**config.mk**
```make
export PLATFORM = sky130hd
export DESIGN_NAME = tdm_voice_scheduler
export DESIGN_NICKNAME = d
export VERILOG_FILES = /design/src/rtl/tdm_voice_scheduler_pkg.sv /design/src/rtl/tdm_voice_scheduler_nco_phase_bank.sv /design/src/rtl/tdm_voice_scheduler.sv
export SDC_FILE = /design/constraint.sdc
export NUM_CORES = 1
export LEC_CHECK = 0
export CAP_MARGIN = 40
export CORE_ASPECT_RATIO = 0.5
export CORE_MARGIN = 4
export CORE_UTILIZATION = 57
export CTS_BUF_LIST = sky130_fd_sc_hd__clkbuf_4 sky130_fd_sc_hd__clkbuf_8
export CTS_CLUSTER_DIAMETER = 120
export DETAILED_ROUTE_END_ITERATION = 8
export PLACE_DENSITY = 0.73
export SLEW_MARGIN = 20
export SYNTH_ARGS = -nofsm -noshare
export SYNTH_HDL_FRONTEND = slang
export SYNTH_SLANG_ARGS = --single-unit
```
**constraint.sdc**
```tcl
create_clock -name sys_clk -period 6.1 [get_ports sys_clk]
set_input_delay 1.83 -clock sys_clk [delete_from_list [all_inputs] [get_ports sys_clk]]
set_output_delay 1.83 -clock sys_clk [all_outputs]
set_load 0.005 [all_outputs]
```
**src/rtl/tdm_voice_scheduler_pkg.sv**
```systemverilog
// tdm_voice_scheduler_pkg: shared waveform codes, FSM encoding and default sizes
package tdm_voice_scheduler_pkg;
  localparam int VOICES_DEF      = 8;
  localparam int VOICES_BITS_DEF = 3;
  localparam int PHASE_W_DEF     = 24;
  localparam int ADDR_W_DEF      = 8;
  typedef enum logic [1:0] {
    WAVE_SIN = 2'd0,
    WAVE_TRI = 2'd1,
    WAVE_SQR = 2'd2,
    WAVE_SAW = 2'd3
  } wave_e;
  localparam logic [0:0] ST_IDLE = 1'b0;
  localparam logic [0:0] ST_RUN  = 1'b1;
endpackage

```
**src/rtl/tdm_voice_scheduler_nco_phase_bank.sv**
```systemverilog
// tdm_voice_scheduler_nco_phase_bank: per-voice phase accumulators with config regfile
module tdm_voice_scheduler_nco_phase_bank
  import tdm_voice_scheduler_pkg::*;
#(
  parameter int VOICES      = VOICES_DEF,
  parameter int VOICES_BITS = VOICES_BITS_DEF,
  parameter int PHASE_W     = PHASE_W_DEF,
  parameter int ADDR_W      = ADDR_W_DEF
) (
  input  logic                   i_clk,
  input  logic                   i_rst,
  input  logic                   i_inc,
  input  logic [VOICES_BITS-1:0] i_idx,
  output logic [ADDR_W-1:0]      o_addr,
  output logic [1:0]             o_wave,
  output logic                   o_en,
  input  logic                   i_we,
  input  logic [VOICES_BITS-1:0] i_wr_idx,
  input  logic [PHASE_W-1:0]     i_tuning,
  input  logic [1:0]             i_wave,
  input  logic                   i_en,
  input  logic                   i_clr
);
  logic [PHASE_W-1:0] r_phase  [VOICES];
  logic [PHASE_W-1:0] r_tuning [VOICES];
  logic [1:0]         r_wave   [VOICES];
  logic               r_en     [VOICES];

  assign o_addr = r_phase[i_idx][PHASE_W-1 -: ADDR_W];
  assign o_wave = r_wave[i_idx];
  assign o_en   = r_en[i_idx];

  // config writes land at the edge; a clear wins over the same-edge increment,
  // and the increment always uses the pre-write tuning and enable
  always_ff @(posedge i_clk) begin
    for (int v = 0; v < VOICES; v++) begin
      if (i_rst) begin
        r_phase[v]  <= '0;
        r_tuning[v] <= '0;
        r_wave[v]   <= WAVE_SIN;
        r_en[v]     <= 1'b0;
      end else begin
        if (i_we && i_wr_idx == VOICES_BITS'(v)) begin
          r_tuning[v] <= i_tuning;
          r_wave[v]   <= i_wave;
          r_en[v]     <= i_en;
        end
        if (i_we && i_clr && i_wr_idx == VOICES_BITS'(v))
          r_phase[v] <= '0;
        else if (i_inc && i_idx == VOICES_BITS'(v) && r_en[v])
          r_phase[v] <= r_phase[v] + r_tuning[v];
      end
    end
  end
endmodule

```
**src/rtl/tdm_voice_scheduler.sv**
```systemverilog
// tdm_voice_scheduler: round-robin TDM voice walker feeding the wavetable BRAM interface
module tdm_voice_scheduler
  import tdm_voice_scheduler_pkg::*;
#(
  parameter int VOICES      = VOICES_DEF,
  parameter int VOICES_BITS = VOICES_BITS_DEF,
  parameter int PHASE_W     = PHASE_W_DEF,
  parameter int ADDR_W      = ADDR_W_DEF
) (
  input  logic                   sys_clk,
  input  logic                   sys_rst,
  input  logic                   sample_tick,
  input  logic                   cfg_we,
  input  logic [VOICES_BITS-1:0] cfg_voice,
  input  logic [PHASE_W-1:0]     cfg_tuning,
  input  logic [1:0]             cfg_wave,
  input  logic                   cfg_en,
  input  logic                   cfg_phase_clr,
  output logic [ADDR_W-1:0]      nco_addr_out,
  output logic [1:0]             wave_sel_out,
  output logic [VOICES_BITS-1:0] channel_num_out,
  output logic                   is_chan_en_out,
  output logic                   slot_valid,
  output logic                   frame_busy,
  output logic                   frame_done,
  output logic                   tick_overrun
);
  logic [0:0]             r_state;
  logic [VOICES_BITS-1:0] r_slot;
  logic                   w_run;
  logic                   w_last;
  logic [ADDR_W-1:0]      w_addr;
  logic [1:0]             w_wave;
  logic                   w_en;

  assign w_run  = (r_state == ST_RUN);
  assign w_last = (r_slot == VOICES_BITS'(VOICES - 1));

  tdm_voice_scheduler_nco_phase_bank #(
    .VOICES(VOICES), .VOICES_BITS(VOICES_BITS), .PHASE_W(PHASE_W), .ADDR_W(ADDR_W)
  ) u_bank (
    .i_clk(sys_clk), .i_rst(sys_rst), .i_inc(w_run), .i_idx(r_slot),
    .o_addr(w_addr), .o_wave(w_wave), .o_en(w_en),
    .i_we(cfg_we), .i_wr_idx(cfg_voice), .i_tuning(cfg_tuning),
    .i_wave(cfg_wave), .i_en(cfg_en), .i_clr(cfg_phase_clr)
  );

  // frame FSM: a tick in IDLE starts a walk over every slot, then back to IDLE
  always_ff @(posedge sys_clk) begin
    if (sys_rst) begin
      r_state <= ST_IDLE;
      r_slot  <= '0;
    end else if (!w_run) begin
      r_state <= sample_tick ? ST_RUN : ST_IDLE;
      r_slot  <= '0;
    end else begin
      r_state <= w_last ? ST_IDLE : ST_RUN;
      r_slot  <= w_last ? '0 : r_slot + VOICES_BITS'(1);
    end
  end

  // registered slot outputs, forced to zero outside a frame
  always_ff @(posedge sys_clk) begin
    if (sys_rst) begin
      nco_addr_out    <= '0;
      wave_sel_out    <= '0;
      channel_num_out <= '0;
      is_chan_en_out  <= 1'b0;
      slot_valid      <= 1'b0;
      frame_busy      <= 1'b0;
      frame_done      <= 1'b0;
      tick_overrun    <= 1'b0;
    end else begin
      nco_addr_out    <= (w_run && w_en) ? w_addr : '0;
      wave_sel_out    <= w_run ? w_wave : 2'b00;
      channel_num_out <= w_run ? r_slot : '0;
      is_chan_en_out  <= w_run && w_en;
      slot_valid      <= w_run;
      frame_busy      <= w_run;
      frame_done      <= slot_valid && channel_num_out == VOICES_BITS'(VOICES - 1);
      tick_overrun    <= w_run && sample_tick;
    end
  end
endmodule

```
==> results of run 1 <==
## placed cells by master, fill, tap and decap left out, types with 8 or more instances in the layout
cell type,instances
sky130_fd_sc_hd__edfxtp_1,408
sky130_fd_sc_hd__nor2_1,253
sky130_fd_sc_hd__and2_1,244
sky130_fd_sc_hd__ha_1,190
sky130_fd_sc_hd__a21oi_1,146
sky130_fd_sc_hd__nand2_1,136
sky130_fd_sc_hd__a21o_1,89
sky130_fd_sc_hd__o21ai_0,76
sky130_fd_sc_hd__xnor2_1,76
sky130_fd_sc_hd__clkbuf_8,70
sky130_fd_sc_hd__xor2_1,65
sky130_fd_sc_hd__nor3_1,57
sky130_fd_sc_hd__a211oi_1,52
sky130_fd_sc_hd__clkdlybuf4s50_1,52
sky130_fd_sc_hd__inv_1,49
sky130_fd_sc_hd__nand4_1,39
sky130_fd_sc_hd__nand3_1,37
sky130_fd_sc_hd__o21ai_1,28
sky130_fd_sc_hd__o21bai_1,26
sky130_fd_sc_hd__clkbuf_4,25
sky130_fd_sc_hd__o21a_1,23
sky130_fd_sc_hd__buf_4,23
sky130_fd_sc_hd__mux4_2,22
sky130_fd_sc_hd__dfxtp_1,21
sky130_fd_sc_hd__a31oi_1,18
sky130_fd_sc_hd__nand2b_1,16
sky130_fd_sc_hd__buf_8,15
sky130_fd_sc_hd__o211ai_1,14
sky130_fd_sc_hd__nor2b_1,13
sky130_fd_sc_hd__and3_1,13
sky130_fd_sc_hd__o31ai_1,10
sky130_fd_sc_hd__and4_1,9
sky130_fd_sc_hd__clkinv_1,9
sky130_fd_sc_hd__or2_2,8
sky130_fd_sc_hd__a21boi_0,8
sky130_fd_sc_hd__fa_1,8
## worst register-to-register path: stages (launching register included)
cell,delay [ns]
sky130_fd_sc_hd__edfxtp_1,0.37
sky130_fd_sc_hd__ha_1,0.27
sky130_fd_sc_hd__fa_1,0.49
sky130_fd_sc_hd__a211oi_1,0.33
sky130_fd_sc_hd__o21ai_0,0.15
sky130_fd_sc_hd__a21oi_1,0.36
sky130_fd_sc_hd__o21ai_1,0.25
sky130_fd_sc_hd__a31oi_1,0.25
sky130_fd_sc_hd__xor2_1,0.18
sky130_fd_sc_hd__nor2_1,0.06
## final timing paths
kind / to / slack [ns]
max: u_bank.r_phase[6][4] / 2.28
min: frame_done / 0.57
max reg2reg: u_bank.r_phase[7][16] / 3.14
min reg2reg: frame_done / 0.57
## registers in the layout (all words and copies together), names as in the netlist
| register | count |
|---|---|
| frame_done | 1 |
| r_state | 1 |
| nco_addr_out | 8 |
| wave_sel_out | 2 |
| u_bank.r_tuning | 192 |
| u_bank.r_phase | 192 |
| frame_busy | 1 |
| u_bank.r_en | 8 |
| r_slot | 3 |
| tick_overrun | 1 |
| is_chan_en_out | 1 |
| channel_num_out | 3 |
| u_bank.r_wave | 16 |
## logic make-up (layout without fill, tap and decap cells)
kind of cell / Yosys count / after routing / share of synthesized area
compound gates: 568 / 568 / 0.149
xor+xnor: 141 / 141 / 0.0480
fa+ha+maj: 198 / 198 / 0.0987
buf+inv: 125 / 257 / 0.0193
flops: 429 / 429 / 0.493
mux: 29 / 29 / 0.0221
other cells: 0 / 3 / 0
simple gates: 858 / 858 / 0.170
## power breakdown
group | total [mW] | switching [mW] | internal [mW]
logic | 1.27 | 0.763 | 0.503
clock network | 2.44 | 1.16 | 1.28
registers | 3.46 | 0.0808 | 3.38
## cell type report
| cell class | count | area (sq um) | share of cell area |
|---|---|---|---|
| clock inverters | 17 | 126 | 0.00444 |
| well taps | 588 | 736 | 0.0258 |
| clock buffers | 95 | 1150 | 0.0404 |
| flip-flops and latches | 429 | 12700 | 0.445 |
| diodes | 3 | 7.51 | 0.000264 |
| inverters | 49 | 184 | 0.00646 |
| multi-input cells | 1794 | 12600 | 0.441 |
| repair buffers | 96 | 1040 | 0.0364 |
## layer usage
layer / up-vias / routed length, um
met5: - / 13
met4: 2 / 2010
met3: 122 / 6310
met2: 665 / 27800
met1: 8983 / 30000
li1: 8926 / -
## synthesized netlist by cell type (all sizes together), types with 14 or more instances
| cell type | instances | share of area |
|---|---|---|
| edfxtp | 408 | 0.48 |
| nor2 | 253 | 0.037 |
| and2 | 244 | 0.059 |
| ha | 190 | 0.092 |
| a21oi | 150 | 0.030 |
| nand2 | 138 | 0.020 |
| o21ai | 104 | 0.020 |
| a21o | 89 | 0.026 |
| xnor2 | 76 | 0.026 |
| xor2 | 65 | 0.022 |
| nor3 | 60 | 0.012 |
| a211oi | 57 | 0.018 |
| clkbuf | 57 | 0.0084 |
| inv | 49 | 0.0072 |
| nand4 | 39 | 0.0095 |
| nand3 | 38 | 0.0076 |
| o21bai | 26 | 0.0076 |
| o21a | 23 | 0.0067 |
| a31oi | 22 | 0.0063 |
| mux4 | 22 | 0.019 |
| dfxtp | 21 | 0.016 |
| buf | 19 | 0.0038 |
| nand2b | 17 | 0.0041 |
| and3 | 14 | 0.0036 |
| o211ai | 14 | 0.0041 |
## per-stage QoR
stage               hold WS (ns)  instances  total power [mW]  setup WS, ns
floorplan                  0.441       2348              4.40          2.42
global placement           0.604       2935              4.72          1.55
detailed placement         0.553       2951              4.76          1.68
CTS                        0.565       3063              7.17          2.40
global route               0.578       3068              7.48          2.18
finish                     0.573       3071              7.17          2.28
==> results by group, run 1 <==
Run status
  – Run status: complete, no violations

Yosys
  – Average instance area after synthesis: between 10 and 15 sq um
  – Number of enable flip-flop cells after synthesis: between 400 and 500
  – Most instantiated flip-flop cell in the synthesis netlist: sky130_fd_sc_hd__edfxtp_1
  – Total of warnings raised by yosys: 0
  – Seq/Total Area, Yosys: 0.493
  – Cell variety after synth: between 70 and 80
  – Register bit total from synthesis: roughly 430
  – Cell Area, Synth: between 0.02 and 0.03 sq mm
  – Post-Syn Instances: around 2300
  – Syn nets: 2581
  – Ys async rst share: 0

Clock network
  – Buffer depth of the longest clock path: 3
  – TritonCTS clock tree: built
  – Number of instances resized during post-cts repair: 0
  – Count of clock tree sinks: ~430
  – Post-CTS Setup Inserts: 0
  – Quantity of hold-fixing buffers added after cts: 0
  – Clock input transition at the sequential cells of the worst setup and hold paths: 0.07 ns
  – Count of H-tree levels built during CTS: 2
  – CTS root buf: sky130_fd_sc_hd__clkbuf_8
  – Skew-Pair Late Insertion Delay: 0.65 ns
  – TritonCTS Buffers: 61

Placed design
  – Routability-driven placement congestion ratio: around 0.95
  – HPWL after detailed placement: ~46000 um
  – PortBufs: 52
  – Post-place instance area: 0.0271 sq mm

Floorplanning
  – Die span in x: between 300 and 400 um
  – IO Pins: 53
  – Placeable core area: 0.0441 sq mm
  – Total die area: between 0.04 and 0.05 sq mm
  – Number of placement rows: 54
  – Initial core utilization: 0.584
  – Height of the die: between 150 and 200 um

Cells and area
  – Layout-stage area growth over the synthesis result: 10.7%
  – Net count, final: 2664
  – Final instance area: between 0.02 and 0.03 sq mm
  – Layout filler cell count: between 3000 and 4000
  – Final core area utilization: 0.646
  – Fraction of layout cells with a size suffix above 1: 0.0899

STA
  – Number of failing hold endpoints at the final stage: 0
  – Final clock skew: roughly 0.022 ns
  – Final TNS setup: 0 ns
  – Setup repair after global routing missed its margin: no
  – Max transition margin: 0.366
  – Final max-slew violation count: 0
  – Setup violation total in the final timing report: 0
  – Maximum clock frequency: about 260 MHz
  – Slew at the pin closest to its max-slew limit: 0.948 ns
  – Period minus WS final: about 3.8 ns
  – Final Cycle Share: 0.625

Critical path
  – Startpoint Class: input port
  – Delay-heaviest family, CP: buffers and inverters
  – Critical Path Source: sys_rst
  – Startpoint of the worst-slack reg-to-reg timing path: u_bank.r_tuning[1][72]
  – Required time at the endpoint of the critical path: about 6.6 ns
  – Reg2reg path depth: 9
  – Cell count along the critical path: 6
  – List of cells traversed by the critical path: clkdlybuf4s50_1, buf_4, nor2b_1, nand4_1, buf_6, nor3_1
  – Arrival time of data at the critical path endpoint: 4.29 ns
  – Largest stage delay, worst path: around 0.67 ns
  – Biggest fanout along the worst timing path: 18
  – Cell type of the slowest stage on the worst timing path: sky130_fd_sc_hd__clkdlybuf4s50_1
  – Type of the worst setup path: input port to register
  – Kind of end point of the critical path: register
  – Crit path buf inv count: 3

Job
  – Total of max-cap violations: 0

Pwr
  – Static leakage: approximately 11 nW
  – P per Cell Area: 252 mW/mm^2
  – VDD IR max: approximately 0.17 mV

Detailed routing
  – Average via count per standard cell: 6.09
  – Wirelength, routed: 66200 um
  – Via count: about 19000
  – Number of DRC markers after the initial detailed-route iteration: 1836
  – Iteration count of the initial detailed-routing pass: 5
  – Post-DRT Antenna Nets: 0
  – # DRC: 0
  – Detailed-route wire length per cell: roughly 22 um

Global routing
  – Vias in the first global route: around 18000
  – Total GRT Usage: 0.272
  – M3 GR Usage: 0.0703
  – Global routing usage on met2: 0.404
  – Maximum number of pins on one net before global-route repair: 28
  – Busiest layer in global routing: met2
  – Initial antenna violation count: 11
  – Global-route wire length before repair: roughly 100000 um
  – Met1 usage in global routing: 0.391
  – Total congestion overflow: 0

Min path
  – Worst hold stages: 2
  – Min-Delay Path Class: register to register
  – Hold path startpoint: channel_num_out[0]
(Power assumes the default switching activity.)
==> run 2: changes to the inputs <==
Settings changed: PLACE_DENSITY 0.73 to 0.76.
Clock period 6.1 ns to 3.3 ns, I/O delays scaled along.
==> results by group, run 2 (synthesis gave the netlist of run 1 again) <==
Placed design
  – HPWL after detailed placement: 45000 um (was 46500 um)
  – Routability-driven placement congestion ratio: 0.922 (was 0.945)
  – PortBufs: 52 (unchanged)
  – Setup Slack @ Placement: 0.0455 ns (was 1.68 ns)

Critical path
  – Kind of end point of the critical path: register (unchanged)
  – Required time at the endpoint of the critical path: 3.70 ns (was 6.58 ns)
  – Startpoint Class: register (was input port)
  – Type of the worst setup path: register to register (was input port to register)
  – Arrival time of data at the critical path endpoint: 3.31 ns (was 4.29 ns)
  – Reg2reg path depth: 9 (unchanged)
  – Biggest fanout along the worst timing path: 4 (was 18)

Clock network
  – Buffer depth of the longest clock path: 3 (unchanged)
  – Post-CTS Setup Inserts: 0 (unchanged)
  – Skew-Pair Late Insertion Delay: 0.65 ns (about the same)
  – Count of clock tree sinks: 429 (unchanged)
  – Quantity of hold-fixing buffers added after cts: 0 (unchanged)
  – TritonCTS Buffers: 61 (unchanged)
  – CTS root buf: sky130_fd_sc_hd__clkbuf_8 (unchanged)
  – Clock input transition at the sequential cells of the worst setup and hold paths: 0.07 ns (about the same)
  – TritonCTS clock tree: built (unchanged)
  – Count of H-tree levels built during CTS: 2 (unchanged)
  – Number of instances resized during post-cts repair: 0 (unchanged)

Detailed routing
  – Number of DRC markers after the initial detailed-route iteration: 1875 (was 1836)
  – # DRC: 0 (unchanged)
  – Average via count per standard cell: 6.10 (was 6.09)
  – Via count: 18800 (was 18700)
  – Detailed-route wire length per cell: 21.1 um (was 21.5 um)
  – Post-DRT Antenna Nets: 0 (unchanged)
  – Iteration count of the initial detailed-routing pass: 7 (was 5)
  – Wirelength, routed: 65000 um (was 66200 um)

Pwr
  – Static leakage: 11.2 nW (was 11.1 nW)
  – Clock network fraction of total power: 0.342 (was 0.340)
  – VDD IR max: 0.326 mV (was 0.173 mV)
  – Part of the total power dissipated in sequential elements: 0.482 (was 0.483)
  – P per Cell Area: 465 mW/mm^2 (was 252 mW/mm^2)
  – Share of power burned in combinational logic: 0.176 (was 0.177)
  – Power spent charging and discharging nets: 3.67 mW (was 2.00 mW)
  – Cell internal power dissipation: 9.61 mW (was 5.16 mW)
  – Proportion of total power due to net switching: 0.276 (was 0.280)

Cells and area
  – Layout filler cell count: 3478 (was 3435)
  – Most frequent cells in the layout: 408 x sky130_fd_sc_hd__edfxtp_1, 253 x sky130_fd_sc_hd__nor2_1, 244 x sky130_fd_sc_hd__and2_1 (unchanged)
  – Area used by multi-input combinational logic: 0.0126 sq mm (about the same)
  – Net count, final: 2679 (was 2664)
  – Antenna cells: 0 (was 3)
  – Register area: 0.0127 sq mm (unchanged)
  – Layout-stage area growth over the synthesis result: 11.1% (was 10.7%)
  – Largest registers: u_bank.r_phase x192, u_bank.r_tuning x192, u_bank.r_wave x16 (unchanged)
  – Leading cell type in the layout, fill and taps excluded: sky130_fd_sc_hd__edfxtp_1 (unchanged)
  – Fraction of layout cells with a size suffix above 1: 0.0945 (was 0.0899)

STA
  – Slew at the pin closest to its max-slew limit: 0.904 ns (was 0.948 ns)
  – Setup violation total in the final timing report: 0 (unchanged)
  – Final Cycle Share: 0.880
  – Final clock skew: 0.0335 ns (was 0.0223 ns)
  – Number of failing hold endpoints at the final stage: 0 (unchanged)
  – Max transition margin: 0.390 (was 0.366)
  – Maximum clock frequency: approximately 340 MHz
  – Final max-slew violation count: 0 (unchanged)
  – Setup repair after global routing missed its margin: no (unchanged)
  – Period minus WS final: between 2 and 3 ns
  – Final TNS setup: 0 ns (unchanged)
  – Crit path setup slack, layout: 0.396 ns (was 2.28 ns)

Job
  – Total of max-cap violations: 0 (unchanged)

Floorplanning
  – IO Pins: 53 (unchanged)
  – Height of the die: 158 um (unchanged)
  – Initial core utilization: 0.584 (unchanged)
  – Die span in x: 308 um (unchanged)
  – Total die area: 0.0488 sq mm (unchanged)
  – Placeable core area: 0.0441 sq mm (unchanged)
  – Number of placement rows: 54 (unchanged)

Min path
  – Worst hold stages: 2 (unchanged)
  – Min-Delay Path Class: register to register (unchanged)

Global routing
  – Initial antenna violation count: 15 (was 11)
  – Maximum number of pins on one net before global-route repair: 28 (unchanged)
  – Global-route wire length before repair: 102000 um (about the same)
  – Total congestion overflow: 0 (unchanged)
  – Vias in the first global route: 18100 (was 17900)
  – Total GRT Usage: 0.270 (was 0.272)

Run status
  – Run status: complete, no violations (unchanged)
==> run 2: cell types whose count changed in the layout (fill, tap and decap cells not counted), sizes merged <==
| cell | before | now |
|---|---|---|
| buf | 44 | 59 |
| bufinv | 2 | 4 |
| clkbuf | 95 | 90 |
| diode | 3 | 0 |
| clkinv | 14 | 19 |
==> run 2: metal layers <==
metal,GRT usage,vias up,share of wire
met1,0.391,9011,0.45
li1,-,8926,-
met2,0.413,724,0.43
met5,0,-,0.00031
met3,0.0547,142,0.091
met4,0.0882,2,0.033
==> run 2: power by group through the flow <==
stage | sequential [mW] | combinational [mW] | clock, mW
after floorplan | 6.45 | 1.68 | 0
after global placement | 6.50 | 2.26 | 0
after detailed placement | 6.51 | 2.29 | 0
final | 6.40 | 2.34 | 4.54
after CTS | 6.39 | 2.31 | 4.61
after global routing | 6.42 | 2.58 | 4.89
==> run 2: final cells by class <==
| cell class | count | area share |
|---|---|---|
| multi-input combinational | 1794 | 0.439 |
| inverter | 49 | 0.00644 |
| clock inverter | 24 | 0.00727 |
| sequential | 429 | 0.444 |
| timing repair buffer | 111 | 0.0394 |
| tap | 588 | 0.0258 |
| clock buffer | 90 | 0.0381 |
==> run 2: path summary, 6_finish.rpt <==
check / start / end / slack [ns]
max: u_bank.r_tuning[1][0] / u_bank.r_phase[4][18] / 0.40
min: channel_num_out[0] / frame_done / 0.46
max reg2reg: u_bank.r_tuning[1][0] / u_bank.r_phase[4][18] / 0.40
min reg2reg: channel_num_out[0] / frame_done / 0.46
==> run 2: through the flow <==
step	power (mW)	cells	utilization	hold WS [ns]	area, sq um
floorplan	8.14	2348	-	0.441	25700
global placement	8.76	2971	0.619	0.447	27300
detailed placement	8.80	2971	0.619	0.452	27300
CTS	13.3	3085	0.649	0.465	28600
global route	13.9	3085	0.649	0.486	28600
finish	13.3	3085	0.649	0.458	28600
==> run 2: critical path, stage by stage (launching register included) <==
cell	delay, ns
sky130_fd_sc_hd__edfxtp_1	0.37
sky130_fd_sc_hd__ha_1	0.25
sky130_fd_sc_hd__fa_1	0.44
sky130_fd_sc_hd__a211oi_1	0.38
sky130_fd_sc_hd__o21ai_1	0.17
sky130_fd_sc_hd__a21oi_2	0.28
sky130_fd_sc_hd__o31ai_1	0.17
sky130_fd_sc_hd__o31ai_1	0.32
sky130_fd_sc_hd__xor2_1	0.23
sky130_fd_sc_hd__nor2_1	0.06
